**config.mk**
```make
export PLATFORM = sky130hd
export DESIGN_NAME = s8sp_seq_ctrl_flat
export DESIGN_NICKNAME = d
export VERILOG_FILES = /design/src/rtl/s8sp_seq_ctrl_pkg.sv /design/src/rtl/s8sp_seq_ctrl_if.sv /design/src/rtl/s8sp_mem_wait.sv /design/src/rtl/s8sp_seq_ctrl.sv /design/src/flat_wrapper.sv
export SDC_FILE = /design/constraint.sdc
export NUM_CORES = 1
export LEC_CHECK = 0
export CELL_PAD_IN_SITES_DETAIL_PLACEMENT = 1
export CELL_PAD_IN_SITES_GLOBAL_PLACEMENT = 1
export CORE_ASPECT_RATIO = 2
export CORE_MARGIN = 10
export CORE_UTILIZATION = 33
export DETAILED_ROUTE_END_ITERATION = 7
export PLACE_DENSITY = 0.95
export SYNTH_ARGS = -nofsm -noshare
export SYNTH_HDL_FRONTEND = slang
export SYNTH_SLANG_ARGS = --single-unit
```
**constraint.sdc**
```tcl
create_clock -name clk -period 4.6 [get_ports clk]
set_input_delay 0.92 -clock clk [delete_from_list [all_inputs] [get_ports clk]]
set_output_delay 0.92 -clock clk [all_outputs]
set_load 0.02 [all_outputs]
```
**src/rtl/s8sp_seq_ctrl_pkg.sv**
```systemverilog
// ----------------------------------------------------------------------------
// s8sp_pkg
// Shared definitions for the S8SP sequencer: opcode constants, the
// sequencer state encoding, default register indices and a small helper
// that recognises the instructions that touch memory.
// ----------------------------------------------------------------------------
package s8sp_pkg;

  // Opcode map (upper four bits of the instruction register)
  localparam logic [3:0] OP_NOP  = 4'd0;
  localparam logic [3:0] OP_JMP  = 4'd1;
  localparam logic [3:0] OP_RDM  = 4'd2;
  localparam logic [3:0] OP_WRM  = 4'd3;
  localparam logic [3:0] OP_CPR  = 4'd4;
  localparam logic [3:0] OP_ADD  = 4'd5;
  localparam logic [3:0] OP_SUB  = 4'd6;
  localparam logic [3:0] OP_LLS  = 4'd7;
  localparam logic [3:0] OP_LMS  = 4'd8;
  localparam logic [3:0] OP_CFR  = 4'd9;
  localparam logic [3:0] OP_JMPC = 4'd10;
  localparam logic [3:0] OP_HLT  = 4'd15;

  // Default register-file positions of the architectural registers
  localparam int AR_IDX_DEF = 0;
  localparam int DR_IDX_DEF = 1;
  localparam int GR_IDX_DEF = 2;
  localparam int PR_IDX_DEF = 3;

  typedef enum logic [2:0] {
    ST_RST,
    ST_FETCH,
    ST_DECODE,
    ST_EXECUTE,
    ST_MEM_WAIT,
    ST_HALT
  } state_t;

  // Instructions that stall EXECUTE until memory answers
  function automatic logic isMemOp(input logic [3:0] op);
    return (op == OP_RDM) || (op == OP_WRM);
  endfunction

endpackage

```
**src/rtl/s8sp_seq_ctrl_if.sv**
```systemverilog
// ----------------------------------------------------------------------------
// s8sp_seq_ctrl_if
// Memory-side bus of the S8SP sequencer.
//   rd_mem / wr_mem     : read / write strobes (sequencer -> memory)
//   ctrl_pr_on_addr     : program register drives the address bus
//   ctrl_ar_on_addr     : address register drives the address bus
//   mem_ready           : memory finishes the pending access this cycle
// master = sequencer side, slave = memory side.
// ----------------------------------------------------------------------------
interface s8sp_seq_ctrl_if;

  logic rd_mem;
  logic wr_mem;
  logic ctrl_pr_on_addr;
  logic ctrl_ar_on_addr;
  logic mem_ready;

  modport master (
    output rd_mem, wr_mem, ctrl_pr_on_addr, ctrl_ar_on_addr,
    input  mem_ready
  );

  modport slave (
    input  rd_mem, wr_mem, ctrl_pr_on_addr, ctrl_ar_on_addr,
    output mem_ready
  );

endinterface

```
**src/rtl/s8sp_mem_wait.sv**
```systemverilog
// ----------------------------------------------------------------------------
// s8sp_mem_wait
// Counts the cycles a memory access has been outstanding and flags a
// timeout in the last permitted cycle when memory still has not answered.
// Ports:
//   clk, reset   : clock, synchronous active-high reset
//   i_active     : a memory access is being presented this cycle
//   i_memReady   : memory completes the access this cycle
//   o_timeout    : last permitted cycle passed without i_memReady
// ----------------------------------------------------------------------------
module s8sp_mem_wait
  import s8sp_pkg::*;
#(
  parameter int MEM_TMO = 15
) (
  input  logic clk,
  input  logic reset,
  input  logic i_active,
  input  logic i_memReady,
  output logic o_timeout
);

  logic [7:0] r_waitCnt;
  logic       w_lastCycle;

  // A ready in the last cycle still wins; only a silent last cycle times out
  assign w_lastCycle = (r_waitCnt == 8'(MEM_TMO - 1));
  assign o_timeout   = i_active && !i_memReady && w_lastCycle;

  // Counter returns to zero whenever no access is pending, so every new
  // access starts from a clean count
  always_ff @(posedge clk) begin
    if (reset) begin
      r_waitCnt <= '0;
    end else if (i_active && !i_memReady && !w_lastCycle) begin
      r_waitCnt <= r_waitCnt + 8'd1;
    end else begin
      r_waitCnt <= '0;
    end
  end

endmodule

```
**src/rtl/s8sp_seq_ctrl.sv**
```systemverilog
// ----------------------------------------------------------------------------
// s8sp_seq_ctrl
// Fetch/decode/execute sequencer of the S8SP CPU. All control outputs are
// decoded combinationally from the state, the instruction register, the
// memory handshake and the ALU flags.
// Ports:
//   clk, reset           : clock, synchronous active-high reset
//   ctrl_ir_code         : instruction {opcode, field A, field B}
//   flag_z, flag_c       : ALU zero / carry flags
//   memBus (master)      : memory strobes, address select, mem_ready
//   ctrl_load/ctrl_drv   : one-hot register load / drive
//   ctrl_load_*_gr       : GR half loads
//   ctrl_* scalars       : datapath steering
//   ctrl_add_oprnd*_sel  : ALU operand selects
//   halted, illegal_op, bus_err : status (illegal_op, bus_err pulse)
// Build option: S8SP_COND_JMP_EN enables the conditional jump JMPC;
// without it opcode 10 is treated as illegal.
// ----------------------------------------------------------------------------
module s8sp_seq_ctrl
  import s8sp_pkg::*;
#(
  parameter int REG_SEL_W = 2,
  parameter int MEM_TMO   = 15,
  parameter int AR_IDX    = AR_IDX_DEF,
  parameter int DR_IDX    = DR_IDX_DEF,
  parameter int GR_IDX    = GR_IDX_DEF,
  parameter int PR_IDX    = PR_IDX_DEF,
  localparam int NREG     = 2**REG_SEL_W,
  localparam int IR_W     = 4 + 2*REG_SEL_W
) (
  input  logic                 clk,
  input  logic                 reset,
  input  logic [IR_W-1:0]      ctrl_ir_code,
  input  logic                 flag_z,
  input  logic                 flag_c,
  s8sp_seq_ctrl_if.master      memBus,
  output logic [NREG-1:0]      ctrl_load,
  output logic                 ctrl_load_lsb_gr,
  output logic                 ctrl_load_msb_gr,
  output logic [NREG-1:0]      ctrl_drv,
  output logic                 ctrl_load_ir,
  output logic                 ctrl_inc_pr,
  output logic                 ctrl_ir_2_data,
  output logic                 ctrl_alu_2_data,
  output logic                 ctrl_flag_2_data,
  output logic                 ctrl_sub_nadd,
  output logic [REG_SEL_W-1:0] ctrl_add_oprnd1_sel,
  output logic [REG_SEL_W-1:0] ctrl_add_oprnd2_sel,
  output logic                 halted,
  output logic                 illegal_op,
  output logic                 bus_err
);

  localparam logic [NREG-1:0] ONE_HOT0 = {{(NREG-1){1'b0}}, 1'b1};

  state_t                 r_state;
  state_t                 w_nextState;
  logic [3:0]             w_opcode;
  logic [REG_SEL_W-1:0]   w_fieldA;
  logic [REG_SEL_W-1:0]   w_fieldB;
  logic                   w_isMemOp;
  logic                   w_memActive;
  logic                   w_timeout;

  assign w_opcode  = ctrl_ir_code[IR_W-1 -: 4];
  assign w_fieldA  = ctrl_ir_code[2*REG_SEL_W-1 -: REG_SEL_W];
  assign w_fieldB  = ctrl_ir_code[REG_SEL_W-1:0];
  assign w_isMemOp = isMemOp(w_opcode);

  // Kept outside the decode block so the timeout path has no false loop
  assign w_memActive = (r_state == ST_FETCH) ||
                       (((r_state == ST_EXECUTE) || (r_state == ST_MEM_WAIT)) && w_isMemOp);

`ifndef S8SP_COND_JMP_EN
  logic w_unusedFlags;
  assign w_unusedFlags = flag_z ^ flag_c;
`endif

  s8sp_mem_wait #(
    .MEM_TMO(MEM_TMO)
  ) u_memWait (
    .clk       (clk),
    .reset     (reset),
    .i_active  (w_memActive),
    .i_memReady(memBus.mem_ready),
    .o_timeout (w_timeout)
  );

  always_ff @(posedge clk) begin
    if (reset) begin
      r_state <= ST_RST;
    end else begin
      r_state <= w_nextState;
    end
  end

  // Next state and every control output; a timeout suppresses all strobes
  // of the failing access and only reports bus_err
  always_comb begin
    w_nextState             = r_state;
    memBus.rd_mem           = 1'b0;
    memBus.wr_mem           = 1'b0;
    memBus.ctrl_pr_on_addr  = 1'b0;
    memBus.ctrl_ar_on_addr  = 1'b0;
    ctrl_load               = '0;
    ctrl_load_lsb_gr        = 1'b0;
    ctrl_load_msb_gr        = 1'b0;
    ctrl_drv                = '0;
    ctrl_load_ir            = 1'b0;
    ctrl_inc_pr             = 1'b0;
    ctrl_ir_2_data          = 1'b0;
    ctrl_alu_2_data         = 1'b0;
    ctrl_flag_2_data        = 1'b0;
    ctrl_sub_nadd           = 1'b0;
    ctrl_add_oprnd1_sel     = REG_SEL_W'(DR_IDX);
    ctrl_add_oprnd2_sel     = REG_SEL_W'(GR_IDX);
    halted                  = 1'b0;
    illegal_op              = 1'b0;
    bus_err                 = 1'b0;

    case (r_state)
      ST_RST: w_nextState = ST_FETCH;

      ST_FETCH: begin
        if (w_timeout) begin
          bus_err     = 1'b1;
          w_nextState = ST_RST;
        end else begin
          memBus.rd_mem          = 1'b1;
          memBus.ctrl_pr_on_addr = 1'b1;
          ctrl_load_ir           = 1'b1;
          if (memBus.mem_ready) begin
            ctrl_inc_pr = 1'b1;
            w_nextState = ST_DECODE;
          end
        end
      end

      ST_DECODE: w_nextState = ST_EXECUTE;

      ST_EXECUTE, ST_MEM_WAIT: begin
        w_nextState = ST_FETCH;
        if (w_isMemOp) begin
          if (w_timeout) begin
            bus_err     = 1'b1;
            w_nextState = ST_RST;
          end else begin
            memBus.ctrl_ar_on_addr = 1'b1;
            if (w_opcode == OP_RDM) begin
              memBus.rd_mem = 1'b1;
              if (memBus.mem_ready) begin
                ctrl_load = ONE_HOT0 << w_fieldA;
              end
            end else begin
              memBus.wr_mem = 1'b1;
              ctrl_drv      = ONE_HOT0 << w_fieldA;
            end
            if (!memBus.mem_ready) begin
              w_nextState = ST_MEM_WAIT;
            end
          end
        end else if (r_state == ST_EXECUTE) begin
          case (w_opcode)
            OP_NOP: begin end
            OP_JMP: begin
              ctrl_drv  = ONE_HOT0 << AR_IDX;
              ctrl_load = ONE_HOT0 << PR_IDX;
            end
            OP_CPR: begin
              if (w_fieldA != w_fieldB) begin
                ctrl_drv  = ONE_HOT0 << w_fieldB;
                ctrl_load = ONE_HOT0 << w_fieldA;
              end
            end
            OP_ADD, OP_SUB: begin
              ctrl_add_oprnd1_sel = w_fieldA;
              ctrl_add_oprnd2_sel = w_fieldB;
              ctrl_alu_2_data     = 1'b1;
              ctrl_load           = ONE_HOT0 << w_fieldA;
              ctrl_sub_nadd       = (w_opcode == OP_SUB);
            end
            OP_LLS: begin
              ctrl_ir_2_data   = 1'b1;
              ctrl_load_lsb_gr = 1'b1;
            end
            OP_LMS: begin
              ctrl_ir_2_data   = 1'b1;
              ctrl_load_msb_gr = 1'b1;
            end
            OP_CFR: begin
              ctrl_flag_2_data = 1'b1;
              ctrl_load_lsb_gr = 1'b1;
            end
`ifdef S8SP_COND_JMP_EN
            OP_JMPC: begin
              if (w_fieldB[0] ? flag_c : flag_z) begin
                ctrl_drv  = ONE_HOT0 << AR_IDX;
                ctrl_load = ONE_HOT0 << PR_IDX;
              end
            end
`endif
            OP_HLT: w_nextState = ST_HALT;
            default: illegal_op = 1'b1;
          endcase
        end
      end

      ST_HALT: begin
        halted      = 1'b1;
        w_nextState = ST_HALT;
      end

      default: w_nextState = ST_RST;
    endcase
  end

endmodule

```
**src/flat_wrapper.sv**
```systemverilog
// flat-port wrapper written by rule: the top's interface ports become plain ports
module s8sp_seq_ctrl_flat import s8sp_pkg::*;
#(
  parameter int REG_SEL_W = 2,
  parameter int MEM_TMO   = 15,
  parameter int AR_IDX    = AR_IDX_DEF,
  parameter int DR_IDX    = DR_IDX_DEF,
  parameter int GR_IDX    = GR_IDX_DEF,
  parameter int PR_IDX    = PR_IDX_DEF,
  localparam int NREG     = 2**REG_SEL_W,
  localparam int IR_W     = 4 + 2*REG_SEL_W
)
  (clk, reset, ctrl_ir_code, flag_z, flag_c, ctrl_load, ctrl_load_lsb_gr, ctrl_load_msb_gr, ctrl_drv, ctrl_load_ir, ctrl_inc_pr, ctrl_ir_2_data, ctrl_alu_2_data, ctrl_flag_2_data, ctrl_sub_nadd, ctrl_add_oprnd1_sel, ctrl_add_oprnd2_sel, halted, illegal_op, bus_err, memBus_rd_mem, memBus_wr_mem, memBus_ctrl_pr_on_addr, memBus_ctrl_ar_on_addr, memBus_mem_ready);
  s8sp_seq_ctrl_if memBus_i ();
  input  logic clk;
  input  logic reset;
  input  logic [IR_W-1:0] ctrl_ir_code;
  input  logic flag_z;
  input  logic flag_c;
  output logic [NREG-1:0] ctrl_load;
  output logic ctrl_load_lsb_gr;
  output logic ctrl_load_msb_gr;
  output logic [NREG-1:0] ctrl_drv;
  output logic ctrl_load_ir;
  output logic ctrl_inc_pr;
  output logic ctrl_ir_2_data;
  output logic ctrl_alu_2_data;
  output logic ctrl_flag_2_data;
  output logic ctrl_sub_nadd;
  output logic [REG_SEL_W-1:0] ctrl_add_oprnd1_sel;
  output logic [REG_SEL_W-1:0] ctrl_add_oprnd2_sel;
  output logic halted;
  output logic illegal_op;
  output logic bus_err;
  output wire logic [$bits(memBus_i.rd_mem)-1:0] memBus_rd_mem;
  output wire logic [$bits(memBus_i.wr_mem)-1:0] memBus_wr_mem;
  output wire logic [$bits(memBus_i.ctrl_pr_on_addr)-1:0] memBus_ctrl_pr_on_addr;
  output wire logic [$bits(memBus_i.ctrl_ar_on_addr)-1:0] memBus_ctrl_ar_on_addr;
  input wire logic [$bits(memBus_i.mem_ready)-1:0] memBus_mem_ready;
  assign memBus_rd_mem = memBus_i.rd_mem;
  assign memBus_wr_mem = memBus_i.wr_mem;
  assign memBus_ctrl_pr_on_addr = memBus_i.ctrl_pr_on_addr;
  assign memBus_ctrl_ar_on_addr = memBus_i.ctrl_ar_on_addr;
  assign memBus_i.mem_ready = memBus_mem_ready;
  s8sp_seq_ctrl #(.REG_SEL_W(REG_SEL_W), .MEM_TMO(MEM_TMO), .AR_IDX(AR_IDX), .DR_IDX(DR_IDX), .GR_IDX(GR_IDX), .PR_IDX(PR_IDX)) u_core (.clk(clk), .reset(reset), .ctrl_ir_code(ctrl_ir_code), .flag_z(flag_z), .flag_c(flag_c), .memBus(memBus_i), .ctrl_load(ctrl_load), .ctrl_load_lsb_gr(ctrl_load_lsb_gr), .ctrl_load_msb_gr(ctrl_load_msb_gr), .ctrl_drv(ctrl_drv), .ctrl_load_ir(ctrl_load_ir), .ctrl_inc_pr(ctrl_inc_pr), .ctrl_ir_2_data(ctrl_ir_2_data), .ctrl_alu_2_data(ctrl_alu_2_data), .ctrl_flag_2_data(ctrl_flag_2_data), .ctrl_sub_nadd(ctrl_sub_nadd), .ctrl_add_oprnd1_sel(ctrl_add_oprnd1_sel), .ctrl_add_oprnd2_sel(ctrl_add_oprnd2_sel), .halted(halted), .illegal_op(illegal_op), .bus_err(bus_err));
endmodule
```
==> flow_summary.yaml, run 1 <==
placement:
  dp_slack_ns: 0.4342
  numPortBuffers: 37
  placedCellCount: 209
  post_dp_cell_area_mm2: 0.001441
  dpl.hpwl_um: 3096
  gp_congestion: 0.8568
die:
  die_x_um: 60.52
  dieArea_mm2: 0.006115
  ios: 40
  coreArea_mm2: 0.003157
  initial_core_util: 0.3432
  die_y_um: 101.0
  rows: 29
logic_synthesis:
  yosysUniqueCellTypes: 47
  synth_common_cells: "nor2_1, nand2_1, dfxtp_1"
  yosys_warnings: 0
  netlist_area_mm2: 0.001084
  synth_edf_count: 0
  synth.area.top_cells: "dfxtp_1, nor2_1, nand2_1, xnor2_1, a21oi_1"
  synthFlopType: "dfxtp_1"
  netlist_instances: 151
  avgSynthCellArea_um2: 7.176
  synth_top_cell_area_share: 0.2032
  ys_seq_area_frac: 0.2032
  yosys_register_bits: 11
  syn_nets: 166
  async_flop_share: 0
  synthMostInstantiatedCell: "nor2_1"
  synth.largest_area_cell: "dfxtp_1"
worst_setup_path:
  r2r_slack_ns: 2.89
  critPathArrivalTime_ns: 3.23
  required_ns: 3.68
  critPathCaptureType: "primary output"
  critPathKind: "primary input to primary output"
  crit_path_start_kind: "primary input"
  cp_max_fo: 11
clock_network:
  cts_resized: 0
  cts.path.max_buffers: 2
  clk_pin_slew_ns: 0.04
  numCtsBuffers: 3
  cts-root-buf: "clkbuf_8"
  clkLatencyLatePin_ns: 0.24
  ctsHoldBuffers: 0
  post_cts_buffers: 0
  cts_sinks: 11
  cts_tree: "yes"
  cts_max_level: 1
timing:
  hold-worst-slack_ns: 0.4800
  min_period_ns: 4.147
  setup_viol: 0
  rsz0062_at_grt: "false"
  drv_slew: 0
  worst_pin_slew_ns: 0.6517
  setup_slack_ns: 0.4534
  finClkSkew_ns: 0.001838
  setup_tns_ns: 0
  fin_crit_sh: 0.9014
  hold_viol: 0
  relSlewSlack: 0.5636
  fmax_mhz: 241.2
cells_and_area:
  postLayoutCellArea_mm2: 0.001486
  area_growth_pct: 37.18
  stdcell_count: 213
  layout.nets: 198
  drive_gt1_frac: 0.05495
  final_util: 0.4709
  multiInputGateArea_um2: 797.0
  antenna_cells: 0
  seqCellArea_um2: 220.2
  fillCellCount: 397
power:
  peakVddDrop_mv: 0.1659
  p_per_area_mw_per_mm2: 170.9
  power_frac_clock: 0.368
  sequentialPowerShare: 0.398
  finalPower_mw: 0.2540
  p_sw_frac: 0.2788
  p_switching_mw: 0.07082
  p_leak_nw: 0.4930
  pwr-share-comb: 0.233
  internal_power_mw: 0.1832
grt:
  grt-ovfl-total: 0
  grt_max_degree: 13
  grt_pass1_vias: 1279
  antenna_found_initial: 0
  grt_first_pass_wirelength_um: 5982
  track_usage: 0.1221
run:
  maxCapViolations: 0
drt:
  vias_per_cell: 5.709
  drt_iter0_markers: 21
  drt_pre_antenna_iters: 4
  antenna_left: 0
  wl_um: 3668
  drc: 0
  wire_per_inst_um: 17.22
  vias: 1216
hold_path:
  hold_class: "register to register"
outcome:
  status: "finished, final reports clean"
## power groups by stage
stage | clock [mW] | sequential [mW] | combinational (mW)
global placement | 0 | 0.103 | 0.0571
floorplan | 0 | 0.100 | 0.0390
detailed placement | 0 | 0.103 | 0.0589
CTS | 0.0983 | 0.101 | 0.0591
finish | 0.0936 | 0.101 | 0.0593
global route | 0.105 | 0.101 | 0.0645
## final timing paths
check	start	end	depth (start not counted)
worst max-delay path	ctrl_ir_code[6]	ctrl_drv[1]	6
worst min register to register	u_core.u_memWait.r_waitCnt[0]	u_core.u_memWait.r_waitCnt[0]	1
worst max register to register	u_core.r_state[2]	u_core.u_memWait.r_waitCnt[4]	4
worst min-delay path	u_core.u_memWait.r_waitCnt[0]	u_core.u_memWait.r_waitCnt[0]	1
## worst max-delay path, cell delays in order
cell	delay, ns
clkdlybuf4s50_1	0.67
nor2b_1	0.38
nand3_1	0.19
nor4b_1	0.32
a21o_1	0.12
clkdlybuf4s50_1	0.61
## logic make-up (layout without fill, tap and decap cells)
group                    after synthesis  in the layout  synth area share
AND/OR/NAND/NOR                       87             87            0.4296
multiplexers                           2              2           0.01848
buffers and inverters                 14             45           0.06120
adder cells (fa/ha/maj)                2              2           0.02309
AO/OA/AOI/OAI                         27             27            0.1998
XOR/XNOR                               8              8           0.06467
flip-flops                            11             11            0.2032
## metal layers
| metal | share of wire | global-route usage | vias up | routed length [µm] |
|---|---|---|---|---|
| li1 | - | - | 587 | - |
| met3 | 0.061 | 0.02020 | 9 | 223 |
| met4 | 0.030 | 0.06791 | 0 | 109 |
| met1 | 0.34 | 0.1045 | 577 | 1247 |
| met2 | 0.57 | 0.2412 | 43 | 2088 |
| met5 | 0 | 0 | - | 0 |
## area by class of cell
cell class | instances | area share
Sequential cell | 11 | 0.1481
Tap cell | 31 | 0.02609
Clock buffer | 4 | 0.03030
Timing Repair Buffer | 37 | 0.2492
Inverter | 4 | 0.01010
Multi-Input combinational cell | 126 | 0.5362
## flip-flops by register name, summed over array words and instances, names as in the netlist
| register | cells |
|---|---|
| u_core.u_memWait.r_waitCnt | 8 |
| u_core.r_state | 3 |
## cells in the final DEF, fill, tap and decap left out, types with 5 or more instances in the layout
cell and count:
a21oi_1 8, clkdlybuf4s50_1 37, dfxtp_1 11, nand2_1 15, nand2b_1 6, nand3_1 8, nor2_1 25, nor2b_1 5
nor3_1 8, xnor2_1 6
No activity file was read; power rests on OpenSTA's default activity.
==> run 2: changes to the inputs <==
Settings changed: CAP_MARGIN set to 20, CORE_MARGIN 10 to 3.
==> flow_summary.yaml, run 2 (synthesis gave the netlist of run 1 again) <==
outcome:
  status: "finished, final reports clean"
die:
  die_x_um: 46.52
  initial_core_util: 0.3555
  ios: 40
  coreArea_mm2: 0.003048
  rows: 28
  dieArea_mm2: 0.004049
  die_y_um: 87.04
placement:
  gp_congestion: 0.8322
  numPortBuffers: 37
  dpl.hpwl_um: 2746
grt:
  grt_use_met2: 0.3568
  track_usage: 0.1834
  grt_pass1_vias: 1240
  gr-max-usage-layer: "met2"
  grt_max_degree: 13
  grt_first_pass_wirelength_um: 5568
  antenna_found_initial: 0
  met3_usage: 0.01449
  grt-ovfl-total: 0
  grt_util_met1: 0.1774
drt:
  vias: 1201
  vias_per_cell: 5.665
  antenna_left: 0
  drt_iter0_markers: 11
  drt_pre_antenna_iters: 3
  wire_per_inst_um: 15.88
  wl_um: 3367
  drc: 0
clock_network:
  numCtsBuffers: 3
  clk_pin_slew_ns: 0.05
  cts.path.max_buffers: 2
  post_cts_buffers: 0
  cts_resized: 0
  cts_tree: "yes"
  ctsHoldBuffers: 0
  cts-root-buf: "clkbuf_8"
  cts_max_level: 1
  cts_sinks: 11
  clkLatencyLatePin_ns: 0.24
worst_setup_path:
  critPathMaxStageDelay_ns: 0.68
  crit_slowest_cell: "clkdlybuf4s50_1"
  rr_endpoint: "u_core.u_memWait.r_waitCnt[7]"
  critPathArrivalTime_ns: 3.33
  required_ns: 3.68
  crit_path_start_kind: "primary input"
  crit_chain: "clkdlybuf4s50_1 -> nor2b_1 -> nand2_1 -> a21oi_1 -> and2_1 -> clkdlybuf4s50_1"
  critPathCaptureType: "primary output"
  r2r_slack_ns: 2.89
  rr_worst_depth: 4
  crit_top_cell: "clkdlybuf4s50_1"
  r2r_start: "u_core.r_state[2]"
  critPathKind: "primary input to primary output"
  cp_max_fo: 11
power:
  peakVddDrop_mv: 0.1713
  p_per_area_mw_per_mm2: 172.6
  p_leak_nw: 0.4930
  finalPower_mw: 0.2563
timing:
  fin_crit_sh: 0.9237
  setup_tns_ns: 0
  rsz0062_at_grt: "false"
  fmax_mhz: 235.3
  hold-worst-slack_ns: 0.4854
  min_period_ns: 4.249
  worst_pin_slew_ns: 0.6908
  relSlewSlack: 0.5374
  drv_slew: 0
  finClkSkew_ns: 0.002309
  hold_viol: 0
  setup_viol: 0
hold_path:
  hold_class: "register to register"
  hold_path_depth: 1
  min_from: "u_core.u_memWait.r_waitCnt[0]"
  min_to: "u_core.u_memWait.r_waitCnt[0]"
run:
  maxCapViolations: 0
cells_and_area:
  drive_gt1_frac: 0.05495
  antenna_cells: 0
  area_growth_pct: 37.07
  layout.nets: 198
  final_util: 0.4873
  reg_top3: "u_core.u_memWait.r_waitCnt: 8 flops, u_core.r_state: 3 flops"
  mostFrequentLayoutCells: "clkdlybuf4s50_1, nor2_1, nand2_1, dfxtp_1"
  largest_reg_flops: 8
  layout_commonest_cell: "clkdlybuf4s50_1"
  regMostFlops: "u_core.u_memWait.r_waitCnt"
## run 2: worst max-delay path, delay by kind of cell
kind            cells  cell delay (ns)
compound gates      1             0.34
buf+inv             2             1.30
simple gates        3             0.78
## run 2: layout make-up
type                       count  area (µm²)
fill                         386        1563
multi-input combinational    126       797.0
timing repair buffer          37       370.4
sequential                    11       220.2
clock buffer                   4       45.04
tap                           30       37.54
inverter                       4       15.01
## run 2: stage by stage
step	cell area, µm²	std cells	setup slack [ns]
floorplan	1084	151	1.346
global placement	1440	208	0.4905
detailed placement	1440	208	0.3749
CTS	1485	212	0.3684
global route	1485	212	0.2213
finish	1485	212	0.3509
## run 2: worst max path at each step
| stage | slack [ns] | start | cells past startpoint | endpoint |
|---|---|---|---|---|
| 3_3_place_gp | 0.49 | ctrl_ir_code[6] | 6 | ctrl_drv[1] |
| 3_5_place_dp | 0.37 | ctrl_ir_code[6] | 6 | ctrl_drv[1] |
| 4_1_cts | 0.37 | ctrl_ir_code[6] | 6 | ctrl_drv[1] |
| 5_1_grt | 0.22 | ctrl_ir_code[6] | 6 | ctrl_add_oprnd1_sel[1] |
| 2_1_floorplan | 1.35 | ctrl_ir_code[6] | 5 | ctrl_add_oprnd1_sel[1] |
| 6_report | 0.35 | ctrl_ir_code[6] | 6 | ctrl_add_oprnd1_sel[1] |
## run 2: power breakdown
group	leakage, nW	switching [mW]	internal (mW)	total [mW]
sequential	0.0892	0.00372	0.0973	0.101
clock	0.0228	0.0354	0.0608	0.0962
combinational	0.381	0.0338	0.0252	0.0591
total	0.493	0.0730	0.183	0.256
## run 2: layer usage
layer  vias up  wire length, µm
met1       570             1184
met4         0               68
met3         8              171
met2        35             1942
li1        588                -
met5         -                0
==> run 3: changes to the inputs <==
Settings changed: CAP_MARGIN 20 to unset.
==> results of run 3 <==
The final DEF is identical to that of run 2; final timing and power are the same.
